**src/rtl/pipeif_stage.sv**
```systemverilog
// Instruction-fetch stage and IF/ID pipeline register.
// Holds the PC, follows load-use stalls and ID redirects, and bubbles on imem wait states.
`timescale 1ns/1ps
module pipeif_stage #(
    parameter logic [31:0] RESET_PC = 32'h0000_0000,
    parameter int unsigned CNT_W    = 16
) (
    input  logic             clk,
    input  logic             rst,
    input  logic             loaddepeen,
    input  logic [1:0]       pcsource,
    input  logic [31:0]      bpc,
    input  logic [31:0]      rpc,
    input  logic [31:0]      jpc,
    output logic [31:0]      imem_addr,
    input  logic [31:0]      imem_inst,
    input  logic             imem_ready,
    output logic [31:0]      pc,
    output logic [31:0]      id_inst,
    output logic [31:0]      id_pc4,
    output logic             id_valid,
    output logic [CNT_W-1:0] stall_cnt,
    output logic [CNT_W-1:0] flush_cnt
);

    localparam int unsigned XLEN = 32;
    localparam logic [1:0]  SRC_SEQ = 2'b00;
    localparam logic [1:0]  SRC_BPC = 2'b01;
    localparam logic [1:0]  SRC_RPC = 2'b10;
    localparam logic [CNT_W-1:0] CNT_MAX = {CNT_W{1'b1}};

    logic [XLEN-1:0]  pc_plus4;
    logic [XLEN-1:0]  target;
    logic             stall;
    logic             redirect;
    logic             wait_st;

    logic [XLEN-1:0]  pc_nxt;
    logic [XLEN-1:0]  id_inst_nxt;
    logic [XLEN-1:0]  id_pc4_nxt;
    logic             id_valid_nxt;
    logic [CNT_W-1:0] stall_cnt_nxt;
    logic [CNT_W-1:0] flush_cnt_nxt;

    assign imem_addr = pc;
    assign pc_plus4  = XLEN'(pc + XLEN'(4));

    // Cycle classification in priority order: stall, redirect, wait, normal.
    assign stall    = ~loaddepeen;
    assign redirect = loaddepeen & (pcsource != SRC_SEQ);
    assign wait_st  = loaddepeen & (pcsource == SRC_SEQ) & ~imem_ready;

    // Redirect target; low two bits are dropped to keep the PC word-aligned.
    always_comb begin
        target = jpc;
        case (pcsource)
            SRC_BPC: target = bpc;
            SRC_RPC: target = rpc;
            default: target = jpc;
        endcase
        target[1:0] = 2'b00;
    end

    always_comb begin
        pc_nxt        = pc;
        id_inst_nxt   = id_inst;
        id_pc4_nxt    = id_pc4;
        id_valid_nxt  = id_valid;
        stall_cnt_nxt = stall_cnt;
        flush_cnt_nxt = flush_cnt;

        if (stall) begin
            if (stall_cnt != CNT_MAX) begin
                stall_cnt_nxt = stall_cnt + CNT_W'(1);
            end
        end else if (redirect) begin
            pc_nxt       = target;
            id_inst_nxt  = '0;
            id_pc4_nxt   = '0;
            id_valid_nxt = 1'b0;
            if (flush_cnt != CNT_MAX) begin
                flush_cnt_nxt = flush_cnt + CNT_W'(1);
            end
        end else if (wait_st) begin
            id_inst_nxt  = '0;
            id_pc4_nxt   = '0;
            id_valid_nxt = 1'b0;
        end else begin
            pc_nxt       = pc_plus4;
            id_inst_nxt  = imem_inst;
            id_pc4_nxt   = pc_plus4;
            id_valid_nxt = 1'b1;
        end
    end

    always_ff @(posedge clk) begin
        if (rst) begin
            pc        <= RESET_PC;
            id_inst   <= '0;
            id_pc4    <= '0;
            id_valid  <= 1'b0;
            stall_cnt <= '0;
            flush_cnt <= '0;
        end else begin
            pc        <= pc_nxt;
            id_inst   <= id_inst_nxt;
            id_pc4    <= id_pc4_nxt;
            id_valid  <= id_valid_nxt;
            stall_cnt <= stall_cnt_nxt;
            flush_cnt <= flush_cnt_nxt;
        end
    end

endmodule

```
**config.mk**
```make
export PLATFORM = sky130hd
export DESIGN_NAME = pipeif_stage
export DESIGN_NICKNAME = d
export VERILOG_FILES = /design/src/rtl/pipeif_stage.sv
export SDC_FILE = /design/constraint.sdc
export NUM_CORES = 1
export LEC_CHECK = 0
export CAP_MARGIN = 20
export CORE_MARGIN = 2
export CORE_UTILIZATION = 43
export CTS_BUF_LIST = sky130_fd_sc_hd__clkbuf_8
export DETAILED_ROUTE_END_ITERATION = 16
export GPL_ROUTABILITY_DRIVEN = 0
export PLACE_DENSITY = 0.83
export SETUP_SLACK_MARGIN = 0.02
export SLEW_MARGIN = 0
export SYNTH_ARGS = -nofsm -noshare
export SYNTH_HDL_FRONTEND = slang
export SYNTH_SLANG_ARGS = --single-unit
```
**constraint.sdc**
```tcl
create_clock -name clk -period 2.6 [get_ports clk]
set_input_delay 0.52 -clock clk [delete_from_list [all_inputs] [get_ports clk]]
set_output_delay 0.52 -clock clk [all_outputs]
set_load 0.02 [all_outputs]
```
Word-level counts from Yosys, hierarchy flattened
Cells that the tools add are included.
Word-level totals
  bits in registers: 129
  word-level logic and storage cells: 33
  output and inout bits: 161
  bits of input ports: 134
Cells by class
  add/subtract/negate cells: 3
  mux-type cells: 9
  reductions and logical operators: 5
  bitwise operators: 5
  equal/unequal tests: 5
Operators by type and width (count)
  two-way mux 32 bit: 6
  one-hot mux 32 bit (2 select lines): 1
  adder 16 x 1 -> 16 bit, second input constant: 2
  adder 32 x 3 -> 32 bit, second input constant: 1
  inequality test 16 bit, second input constant: 2
  AND reduction 2 bit: 2
  AND 1 bit: 3
  AND reduction 3 bit: 1
  equality test 2 x 1 -> 1 bit, second input constant: 1
  equality test 2 bit, second input constant: 1
  zero test 2 bit: 1
  two-way mux 1 bit: 2
  inequality test 2 bit, second input constant: 1
  NOT 1 bit: 2
  nonzero test 2 bit: 1

Logic depth before layout (Yosys ltp)
Gate-level depths: netlist of the first run.
  depth in word-level cells: 5
  gate-level depth with buffers: 9
  gate-level depth less buffers: 7

Least setup slack after synthesis of the first run
OpenSTA, ideal clock, no wires.
  path type: reg-to-reg
  start: register pc[2] (netlist: imem_addr[2])
  end: register pc[24] (netlist: imem_addr[24])
  data required time: 2473 ps
  data arrival time: 2116 ps
  stages on the path, launching flop included: 7
  period minus slack after synthesis: 2243 ps
  buffers on the path: 0
  setup slack: 357 ps
  cells stage by stage: dfxtp_1 -> ha_1 -> nand3_2 -> nor4_4 -> nand4_2 -> and3_1 -> or3_1
On the way
  word-level cells in the longest chain between the ends: 3
Ends and longest elaborated chain
  start: declaration: line 18  | output logic [31:0] pc,
  start signal: assignment: line 105  | pc <= pc_nxt;
  adder 32 x 3 -> 32 bit: line 46  | assign pc_plus4 = XLEN'(pc + XLEN'(4));
  two-way mux 32 bit: line 84  | end else if (wait_st) begin
  two-way mux 32 bit: line 76  | end else if (redirect) begin
No other way between the ends. The select of a mux whose other input is x is not followed.
A chain may end at the register's enable or synchronous reset.

Final worst setup path of the first run
  start: register pc[3] (netlist: imem_addr[3])
  end: register pc[22] (netlist: imem_addr[22])
The elaborated chain is that of the path after synthesis.

==> impl_metrics.env, run 1 <==
export IMPL_status="complete, no violations"
export IMPL_fin_hold_ws_ns=0.454
export IMPL_p_clk_share_pct=38.6
export IMPL_yosysWarnings=0
export IMPL_wl_per_cell_um=18.3
export IMPL_synth_seq_area_share_pct=39.8
export IMPL_finalWorstSetupSlack_ns=0.257
export IMPL_power_leakage_nw=3.49
export IMPL_hpwl_mm=16.5
export IMPL_layout_nets=1167
export IMPL_p_sw_w=0.00145
export IMPL_total_power_w=0.00516
export IMPL_grt_overflow_total=0
export IMPL_synthSimpleGateAreaFrac_pct=22.1
export IMPL_synth_cells=760
export IMPL_synth_xor_area_share_pct=6.91
export IMPL_hold_viol_final=0
export IMPL_fin_crit_ns=2.34
export IMPL_cts_sinks=126
export IMPL_internal_power_w=0.00371
export IMPL_via_per_inst=5.59
export IMPL_post_route_period_util_pct=90.1
export IMPL_hold_class="register to register"
export IMPL_initial_utilization_pct=43.8
export IMPL_drt_iter0_drc=604
export IMPL_clockBufferDepth=2
export IMPL_clock_latency_ns=0.46
export IMPL_crit_chain="ha_1 > nand3_2 > nor4_4 > buf_4 > nand2_1 > or3_1 > a31oi_1"
export IMPL_required_ns=2.99
export IMPL_regToRegStartpoint="imem_addr[3]$_SDFFE_PP0P_"
export IMPL_syn_area_um2=6340
export IMPL_cts_buffers=17
export IMPL_clk_pin_slew_ns=0.08
export IMPL_switching_share_pct=28.1
export IMPL_synthFlopType="dfxtp_1"
export IMPL_grt_pass1_wl_mm=35.2
export IMPL_powerDensity_nw_per_um2=523
export IMPL_synth_mux_area_share_pct=0.158
export IMPL_worst_path_buf_inv=1
export IMPL_io_pins=295
export IMPL_worst_ir_drop_vdd_mv=0.459
export IMPL_drtAntennaViolNets=0
export IMPL_finalMaxSlewViolations=0
export IMPL_synth_area_leaders="dfxtp_1 (40%), a22o_1 (5.1%), nor2_1 (4.9%)"
export IMPL_num_vias=6841
export IMPL_antenna_found_initial=0
export IMPL_antenna_diode_count=0
export IMPL_yosysTopAreaCell="dfxtp_1"
export IMPL_cp_slowest_stage_delay_ns=0.48
export IMPL_drv_cap=0
export IMPL_drive_above_1_share_pct=9.05
export IMPL_std_cell_rows=44
export IMPL_async_flop_share_pct=0
export IMPL_synth_compound_area_share_pct=22.0
export IMPL_sequentialPowerShare_pct=41.1
export IMPL_maxSlewHeadroom_pct=63.6
export IMPL_place_ws_ns=-0.00549
export IMPL_hold_start="id_pc4[19]$_SDFFE_PP0P_"
export IMPL_crit_slowest_cell="nor4_4"
export IMPL_worst_pin_slew_ns=0.544
export IMPL_synth_edf_count=0
export IMPL_cts_resized=0
export IMPL_synthAdderAreaFrac_pct=1.18
export IMPL_fmax_ghz=0.427
export IMPL_die_area_um2=15700
export IMPL_drcViolationCount=0
export IMPL_fp_dieH_um=125
export IMPL_fin_util_pct=68.2
export IMPL_die_w_um=125
export IMPL_r2r_end="imem_addr[22]$_SDFFE_PP0P_"
export IMPL_hold_path_depth=2
export IMPL_syn_to_final_growth_pct=55.8
export IMPL_cts_root_buffer="clkbuf_8"
export IMPL_finClkSkew_ns=0.0105
export IMPL_rr_worst_depth=7
export IMPL_hold_path_end="id_pc4[19]$_SDFFE_PP0P_"
export IMPL_crit_path_end_kind="register"
export IMPL_yosys_cell_types_count=58
export IMPL_routed_wl_mm=22.3
export IMPL_coreArea_um2=14500
export IMPL_mostFrequentLayoutCell="clkdlybuf4s50_1"
export IMPL_drt_pass1_iterations=5
export IMPL_cp_top_family="simple AND/OR/NAND/NOR gates"
export IMPL_cts_tree="done"
export IMPL_critPathLaunchType="register"
export IMPL_cts_hold_buffers=0
export IMPL_grt_total_usage_pct=28.0
export IMPL_cp_arrival_ns=2.73
export IMPL_p_comb_share_pct=20.3
export IMPL_numPortBuffers=284
export IMPL_rsz0062_at_grt="false"
export IMPL_postSynthAreaPerCell_um2=8.34
export IMPL_first_global_vias=6608
export IMPL_setup_viol=0
export IMPL_h_tree_depth=4
export IMPL_r2r_slack_ns=0.26
export IMPL_final_cell_mix="clkdlybuf4s50_1 (283), dfxtp_1 (126), nor2_1 (80), nand2_1 (70), o21ai_0 (45)"
export IMPL_synth_top_family_by_area="simple AND/OR/NAND/NOR gates"
export IMPL_synth_seq_cells=126
export IMPL_grt_max_degree=49
export IMPL_synth_top_area_share_pct=39.8
export IMPL_crit_type="register to register"
export IMPL_crit_path_max_fanout=6
export IMPL_post_cts_buffers=0
[worst reg2reg max path, cell delays in order (launching register included)]
cell and delay, ns:
dfxtp_1 0.44, ha_1 0.31, nand3_2 0.18, nor4_4 0.48, buf_4 0.24, nand2_1 0.13
or3_1 0.33, a31oi_1 0.18
[sequential cells by signal (all words and copies together), names as in the netlist]
name / count
flush_cnt: 16
stall_cnt: 16
id_inst: 32
id_valid: 1
id_pc4: 31
imem_addr: 30
[Yosys cell counts (6+ instances only)]
library cell  number
nand2_1           70
xor2_1            26
nand4_1           25
ha_1               6
clkbuf_1          35
nand3_1           31
dfxtp_1          126
buf_2             12
a211oi_1          15
a22oi_1           30
nor3_1            12
a31oi_1            8
o21ai_0           45
a22o_1            37
buf_4             35
a21oi_1           40
or3_1              9
and4_1            10
xnor2_1           24
nor4_1             7
o22ai_1            6
nor2_1            82
[metal layers]
layer,up-vias,GRT usage [%],share of wire (%)
met3,45,5.86,6.3
met2,278,47.0,49
met1,3241,36.2,43
li1,3277,-,-
met4,0,8.82,2.2
met5,-,0,0
[layout make-up]
| cell class | count | area, um2 |
|---|---|---|
| fill | 1193 | 4610 |
| multi-input combinational | 546 | 3360 |
| timing repair buffer | 332 | 3290 |
| sequential | 126 | 2520 |
| clock buffer | 18 | 248 |
| tap | 184 | 230 |
| clock inverter | 13 | 211 |
| inverter | 4 | 15.0 |
[power by group through the flow]
| stage | registers [W] | clock network, W | logic [W] |
|---|---|---|---|
| floorplan | 0.00221 | 0 | 0.000441 |
| global placement | 0.00216 | 0 | 0.00103 |
| detailed placement | 0.00216 | 0 | 0.00104 |
| CTS | 0.00212 | 0.00201 | 0.00105 |
| global route | 0.00213 | 0.00210 | 0.00112 |
| finish | 0.00212 | 0.00199 | 0.00104 |
[per-stage QoR]
step | TNS, ns | instance area [um2] | std cells
after global routing | 0 | 9870 | 1223
after floorplan | 0 | 6350 | 763
final | 0 | 9870 | 1223
after detailed placement | -0.00549 | 9410 | 1192
after CTS | 0 | 9870 | 1223
after global placement | 0 | 9410 | 1192
[cells by family after synthesis]
group / after synthesis
xor gates and xnor gates: 50
AOI/OAI and AO/OA: 207
and+or+nand+nor: 278
other: 1
muxes: 1
DFF: 126
buffers and inverters: 91
adders and majority gates: 6
[how the worst max path moves through the flow]
stage / start / to / cells past startpoint
after CTS: imem_addr[6]$_SDFFE_PP0P_ / imem_addr[6] / 2
after detailed placement: pcsource[0] / imem_addr[25]$_SDFFE_PP0P_ / 10
after global placement: pcsource[1] / flush_cnt[9]$_SDFFE_PP0P_ / 8
after global routing: imem_addr[3]$_SDFFE_PP0P_ / imem_addr[22]$_SDFFE_PP0P_ / 7
after floorplan: imem_addr[2]$_SDFFE_PP0P_ / imem_addr[24]$_SDFFE_PP0P_ / 6
final: imem_addr[3]$_SDFFE_PP0P_ / imem_addr[22]$_SDFFE_PP0P_ / 7
Power figures use the tool's default switching activity.
==> run 2: changes to the inputs <==
--- a/config.mk
+++ b/config.mk
@@ -7,11 +7,11 @@
 export LEC_CHECK = 0
 export CAP_MARGIN = 20
 export CORE_MARGIN = 2
-export CORE_UTILIZATION = 43
+export CORE_UTILIZATION = 25
 export CTS_BUF_LIST = sky130_fd_sc_hd__clkbuf_8
 export DETAILED_ROUTE_END_ITERATION = 16
 export GPL_ROUTABILITY_DRIVEN = 0
-export PLACE_DENSITY = 0.83
+export HOLD_SLACK_MARGIN = 0.08
 export SETUP_SLACK_MARGIN = 0.02
 export SLEW_MARGIN = 0
 export SYNTH_ARGS = -nofsm -noshare
==> impl_metrics.env, run 2 (same netlist as run 1, synthesis figures left out) <==
export IMPL_regArea_um2=2520
export IMPL_hold_viol_final=0
export IMPL_crit_type="register to primary output"
export IMPL_first_global_vias=6400
export IMPL_numPortBuffers=284
export IMPL_crit_chain="clkdlybuf4s50_1"
export IMPL_n_fill_cell=2567
export IMPL_drt_pass1_iterations=4
export IMPL_drt_iter0_drc=327
export IMPL_via_per_inst=4.85
export IMPL_wl_per_cell_um=18.0
export IMPL_place_inst=1341
export IMPL_cts_sinks=126
export IMPL_critPathLaunchType="register"
export IMPL_clockBufferDepth=2
export IMPL_dpl_instance_area_um2=9640
export IMPL_fin_crit_ns=2.25
export IMPL_setup_viol=0
export IMPL_cp_arrival_ns=1.73
export IMPL_std_cell_rows=58
export IMPL_hold_class="register to register"
export IMPL_coreArea_um2=25000
export IMPL_crit_path_end_kind="primary output"
export IMPL_cp_slowest_stage_delay_ns=0.72
export IMPL_crit_path_max_fanout=9
export IMPL_cts_buffers=17
export IMPL_mostFrequentLayoutCell="clkdlybuf4s50_1"
export IMPL_cp_top_family="buffers and inverters"
export IMPL_fp_dieH_um=163
export IMPL_num_vias=6669
export IMPL_max_flop_register="id_inst"
export IMPL_status="complete, no violations"
export IMPL_clk_pin_slew_ns=0.08
export IMPL_initial_utilization_pct=25.3
export IMPL_cts_root_buffer="clkbuf_8"
export IMPL_h_tree_depth=4
export IMPL_cts_hold_buffers=0
export IMPL_post_route_period_util_pct=86.7
export IMPL_post_cts_buffers=0
export IMPL_drcViolationCount=0
export IMPL_powerDensity_nw_per_um2=485
export IMPL_antenna_found_initial=2
export IMPL_cts_resized=0
export IMPL_largest_register_ffs=32
export IMPL_cts_tree="done"
export IMPL_place_ws_ns=-0.00270
export IMPL_grt_max_degree=38
export IMPL_die_area_um2=26600
export IMPL_worst_ir_drop_vdd_mv=0.259
export IMPL_syn_to_final_growth_pct=58.0
export IMPL_required_ns=2.08
export IMPL_crit_slowest_cell="clkdlybuf4s50_1"
export IMPL_worst_pin_slew_ns=0.645
export IMPL_worst_path_buf_inv=1
export IMPL_fmax_ghz=0.444
export IMPL_routed_wl_mm=24.7
export IMPL_rsz0062_at_grt="false"
export IMPL_finClkSkew_ns=0.0149
export IMPL_io_pins=295
export IMPL_drtAntennaViolNets=0
export IMPL_drive_above_1_share_pct=9.40
export IMPL_final_cell_mix="clkdlybuf4s50_1 (283), dfxtp_1 (126), nor2_1 (80), nand2_1 (70), o21ai_0 (45)"
export IMPL_multi_input_area_um2=3360
export IMPL_hpwl_mm=18.7
export IMPL_die_w_um=163
export IMPL_finalMaxSlewViolations=0
export IMPL_layout_nets=1170
export IMPL_grt_total_usage_pct=18.0
export IMPL_drv_cap=0
export IMPL_grt_overflow_total=0
export IMPL_final_cell_area_um2=10000
export IMPL_power_leakage_nw=3.47
export IMPL_finalWorstSetupSlack_ns=0.346
export IMPL_stdcell_count=1374
export IMPL_clock_latency_ns=0.44
export IMPL_grt_pass1_wl_mm=36.9
export IMPL_maxSlewHeadroom_pct=56.9
run 2: cell count changes in the layout (fill, tap and decap cells not counted), moves of 2 or more:
cell	delta
inv_6	+2
clkinv_4	+2
buf_12	+2
bufinv_16	-4
clkinv_2	+2
run 2: worst paths after layout:
| path | start | to | slack [ns] | cells after the start |
|---|---|---|---|---|
| worst max-delay path | imem_addr[23]$_SDFFE_PP0P_ | imem_addr[23] | 0.35 | 1 |
| worst min-delay path | id_valid$_SDFFE_PP0P_ | id_valid$_SDFFE_PP0P_ | 0.45 | 2 |
| worst max register to register | imem_addr[2]$_SDFFE_PP0P_ | imem_addr[24]$_SDFFE_PP0P_ | 0.39 | 6 |
| worst min register to register | id_valid$_SDFFE_PP0P_ | id_valid$_SDFFE_PP0P_ | 0.45 | 2 |
run 2: layer usage:
layer	vias up	wire length, um	GRT usage [%]
met1	3160	11000	23.2
met5	-	0	0
li1	3286	-	-
met2	200	11900	30.0
met4	0	418	5.43
met3	23	1360	4.14
run 2: where the power goes:
group          switching (W)  internal, W
logic               0.000539     0.000554
registers           0.000100      0.00200
clock network       0.000904     0.000764
total                0.00154      0.00332
run 2: final cells by class:
type / instances / share of cell area [%]
Antenna cell: 1 / 0.0250
Clock buffer: 17 / 2.34
Inverter: 4 / 0.150
Sequential cell: 126 / 25.2
Tap cell: 330 / 4.12
Timing Repair Buffer: 335 / 33.3
Multi-Input combinational cell: 546 / 33.5
Clock inverter: 15 / 1.36
run 2: per-stage QoR:
step	hold WS, ns	utilization [%]	TNS (ns)	total power, W
CTS	0.432	40.0	0	0.00493
finish	0.448	40.0	0	0.00486
detailed placement	0.443	38.5	-0.00270	0.00324
global placement	0.433	38.5	0	0.00323
global route	0.440	40.0	0	0.00509
floorplan	0.521	-	0	0.00265
==> run 3: changes to the inputs <==
--- a/config.mk
+++ b/config.mk
@@ -12,6 +12,7 @@
 export DETAILED_ROUTE_END_ITERATION = 16
 export GPL_ROUTABILITY_DRIVEN = 0
 export HOLD_SLACK_MARGIN = 0.08
+export PLACE_DENSITY_LB_ADDON = 0.05
 export SETUP_SLACK_MARGIN = 0.02
 export SLEW_MARGIN = 0
 export SYNTH_ARGS = -nofsm -noshare
==> impl_metrics.env, run 3 (same netlist as run 1, synthesis figures left out) <==
export IMPL_sequentialPowerShare_pct=43.3
export IMPL_worst_path_buf_inv=1
export IMPL_antenna_found_initial=1
export IMPL_cp_arrival_ns=1.72
export IMPL_p_clk_share_pct=34.9
export IMPL_post_cts_buffers=0
export IMPL_cts_hold_buffers=0
export IMPL_layout_nets=1172
export IMPL_hold_viol_final=0
export IMPL_met3_usage_pct=4.77
export IMPL_syn_to_final_growth_pct=57.5
export IMPL_drv_cap=0
export IMPL_std_cell_rows=58
export IMPL_regToRegStartpoint="imem_addr[5]$_SDFFE_PP0P_"
export IMPL_clk_pin_slew_ns=0.09
export IMPL_p_sw_w=0.00156
export IMPL_coreArea_um2=25000
export IMPL_use_met2_pct=29.9
export IMPL_grt_total_usage_pct=18.4
export IMPL_worst_ir_drop_vdd_mv=0.235
export IMPL_r2r_slack_ns=0.38
export IMPL_crit_slowest_cell="clkdlybuf4s50_1"
export IMPL_switching_share_pct=32.0
export IMPL_power_leakage_nw=3.47
export IMPL_r2r_end="imem_addr[23]$_SDFFE_PP0P_"
export IMPL_fmax_ghz=0.447
export IMPL_fp_dieH_um=163
export IMPL_busiest_layer="met2"
export IMPL_num_vias=6568
export IMPL_wl_per_cell_um=18.2
export IMPL_p_comb_share_pct=21.8
export IMPL_dpl_instance_area_um2=9610
export IMPL_setup_viol=0
export IMPL_grt_pass1_wl_mm=37.5
export IMPL_fin_util_pct=39.9
export IMPL_hold_path_end="id_valid$_SDFFE_PP0P_"
export IMPL_crit_path_max_fanout=9
export IMPL_worst_pin_slew_ns=0.610
export IMPL_hold_path_depth=2
export IMPL_rr_worst_depth=5
export IMPL_critPathLaunchType="register"
export IMPL_h_tree_depth=4
export IMPL_cts_sinks=126
export IMPL_required_ns=2.08
export IMPL_largest_register_ffs=32
export IMPL_cp_top_family="buffers and inverters"
export IMPL_clock_latency_ns=0.45
export IMPL_crit_start="imem_addr[23]$_SDFFE_PP0P_"
export IMPL_crit_path_end_kind="primary output"
export IMPL_finClkSkew_ns=0.0131
export IMPL_final_cell_mix="clkdlybuf4s50_1 (283), dfxtp_1 (126), nor2_1 (80), nand2_1 (70), buf_4 (48)"
export IMPL_die_area_um2=26600
export IMPL_drt_pass1_iterations=4
export IMPL_drive_above_1_share_pct=9.57
export IMPL_first_global_vias=6292
export IMPL_hold_start="id_valid$_SDFFE_PP0P_"
export IMPL_grt_max_degree=35
export IMPL_rsz0062_at_grt="false"
export IMPL_status="complete, no violations"
export IMPL_post_route_period_util_pct=86.0
export IMPL_internal_power_w=0.00331
export IMPL_cts_tree="done"
export IMPL_drt_iter0_drc=314
export IMPL_cp_slowest_stage_delay_ns=0.70
export IMPL_n_fill_cell=2601
export IMPL_initial_utilization_pct=25.3
export IMPL_die_w_um=163
export IMPL_cts_root_buffer="clkbuf_8"
export IMPL_crit_type="register to primary output"
export IMPL_hpwl_mm=18.8
export IMPL_grt_overflow_total=0
export IMPL_max_flop_register="id_inst"
export IMPL_final_cell_area_um2=9980
export IMPL_crit_chain="clkdlybuf4s50_1"
export IMPL_routed_wl_mm=25.1
export IMPL_cts_resized=0
export IMPL_cts_buffers=17
export IMPL_clockBufferDepth=2
export IMPL_hold_class="register to register"
export IMPL_drcViolationCount=0
export IMPL_via_per_inst=4.77
export IMPL_use_met1_pct=24.3
export IMPL_drtAntennaViolNets=0
export IMPL_fin_hold_ws_ns=0.454
export IMPL_maxSlewHeadroom_pct=59.2
export IMPL_io_pins=295
export IMPL_mostFrequentLayoutCell="clkdlybuf4s50_1"
export IMPL_powerDensity_nw_per_um2=488
export IMPL_numPortBuffers=284
export IMPL_fin_crit_ns=2.24
export IMPL_finalMaxSlewViolations=0
[run 3: stage by stage]
stage	TNS [ns]	setup slack, ns	total power, W	std cells
global placement	-0.0657	-0.0657	0.00322	1343
floorplan	0	0.357	0.00265	763
finish	0	0.363	0.00487	1376
CTS	0	0.296	0.00494	1375
global route	0	0.213	0.00511	1376
detailed placement	-0.0453	-0.0453	0.00322	1343
[run 3: final cells by class]
class	count	area [um2]	area share [%]
multi-input combinational	546	3360	33.6
timing repair buffer	337	3300	33.0
sequential	126	2520	25.3
tap	330	413	4.14
clock buffer	17	234	2.34
clock inverter	15	139	1.39
inverter	4	15.0	0.150
antenna	1	2.50	0.0251
[run 3: power by group through the flow]
stage / Clock (W) / Combinational (W) / Sequential [W]
final: 0.00170 / 0.00106 / 0.00211
after global routing: 0.00185 / 0.00114 / 0.00212
after CTS: 0.00176 / 0.00107 / 0.00211
after detailed placement: 0 / 0.00107 / 0.00216
after global placement: 0 / 0.00107 / 0.00216
after floorplan: 0 / 0.000441 / 0.00221
[run 3: worst max-delay path by stage]
stage                            endpoint  slack, ns  depth (start not counted)
2_1_floorplan  imem_addr[24]$_SDFFE_PP0P_       0.36                          6
3_3_place_gp    imem_addr[9]$_SDFFE_PP0P_      -0.07                          9
3_5_place_dp    imem_addr[9]$_SDFFE_PP0P_      -0.05                          9
4_1_cts                     imem_addr[23]       0.30                          1
5_1_grt        imem_addr[23]$_SDFFE_PP0P_       0.21                          5
6_report                    imem_addr[23]       0.36                          1
[run 3: metal layers]
metal	share of wire [%]	vias up
met5	0	-
met1	45	3067
li1	-	3283
met3	5.9	14
met4	1.2	0
met2	47	204
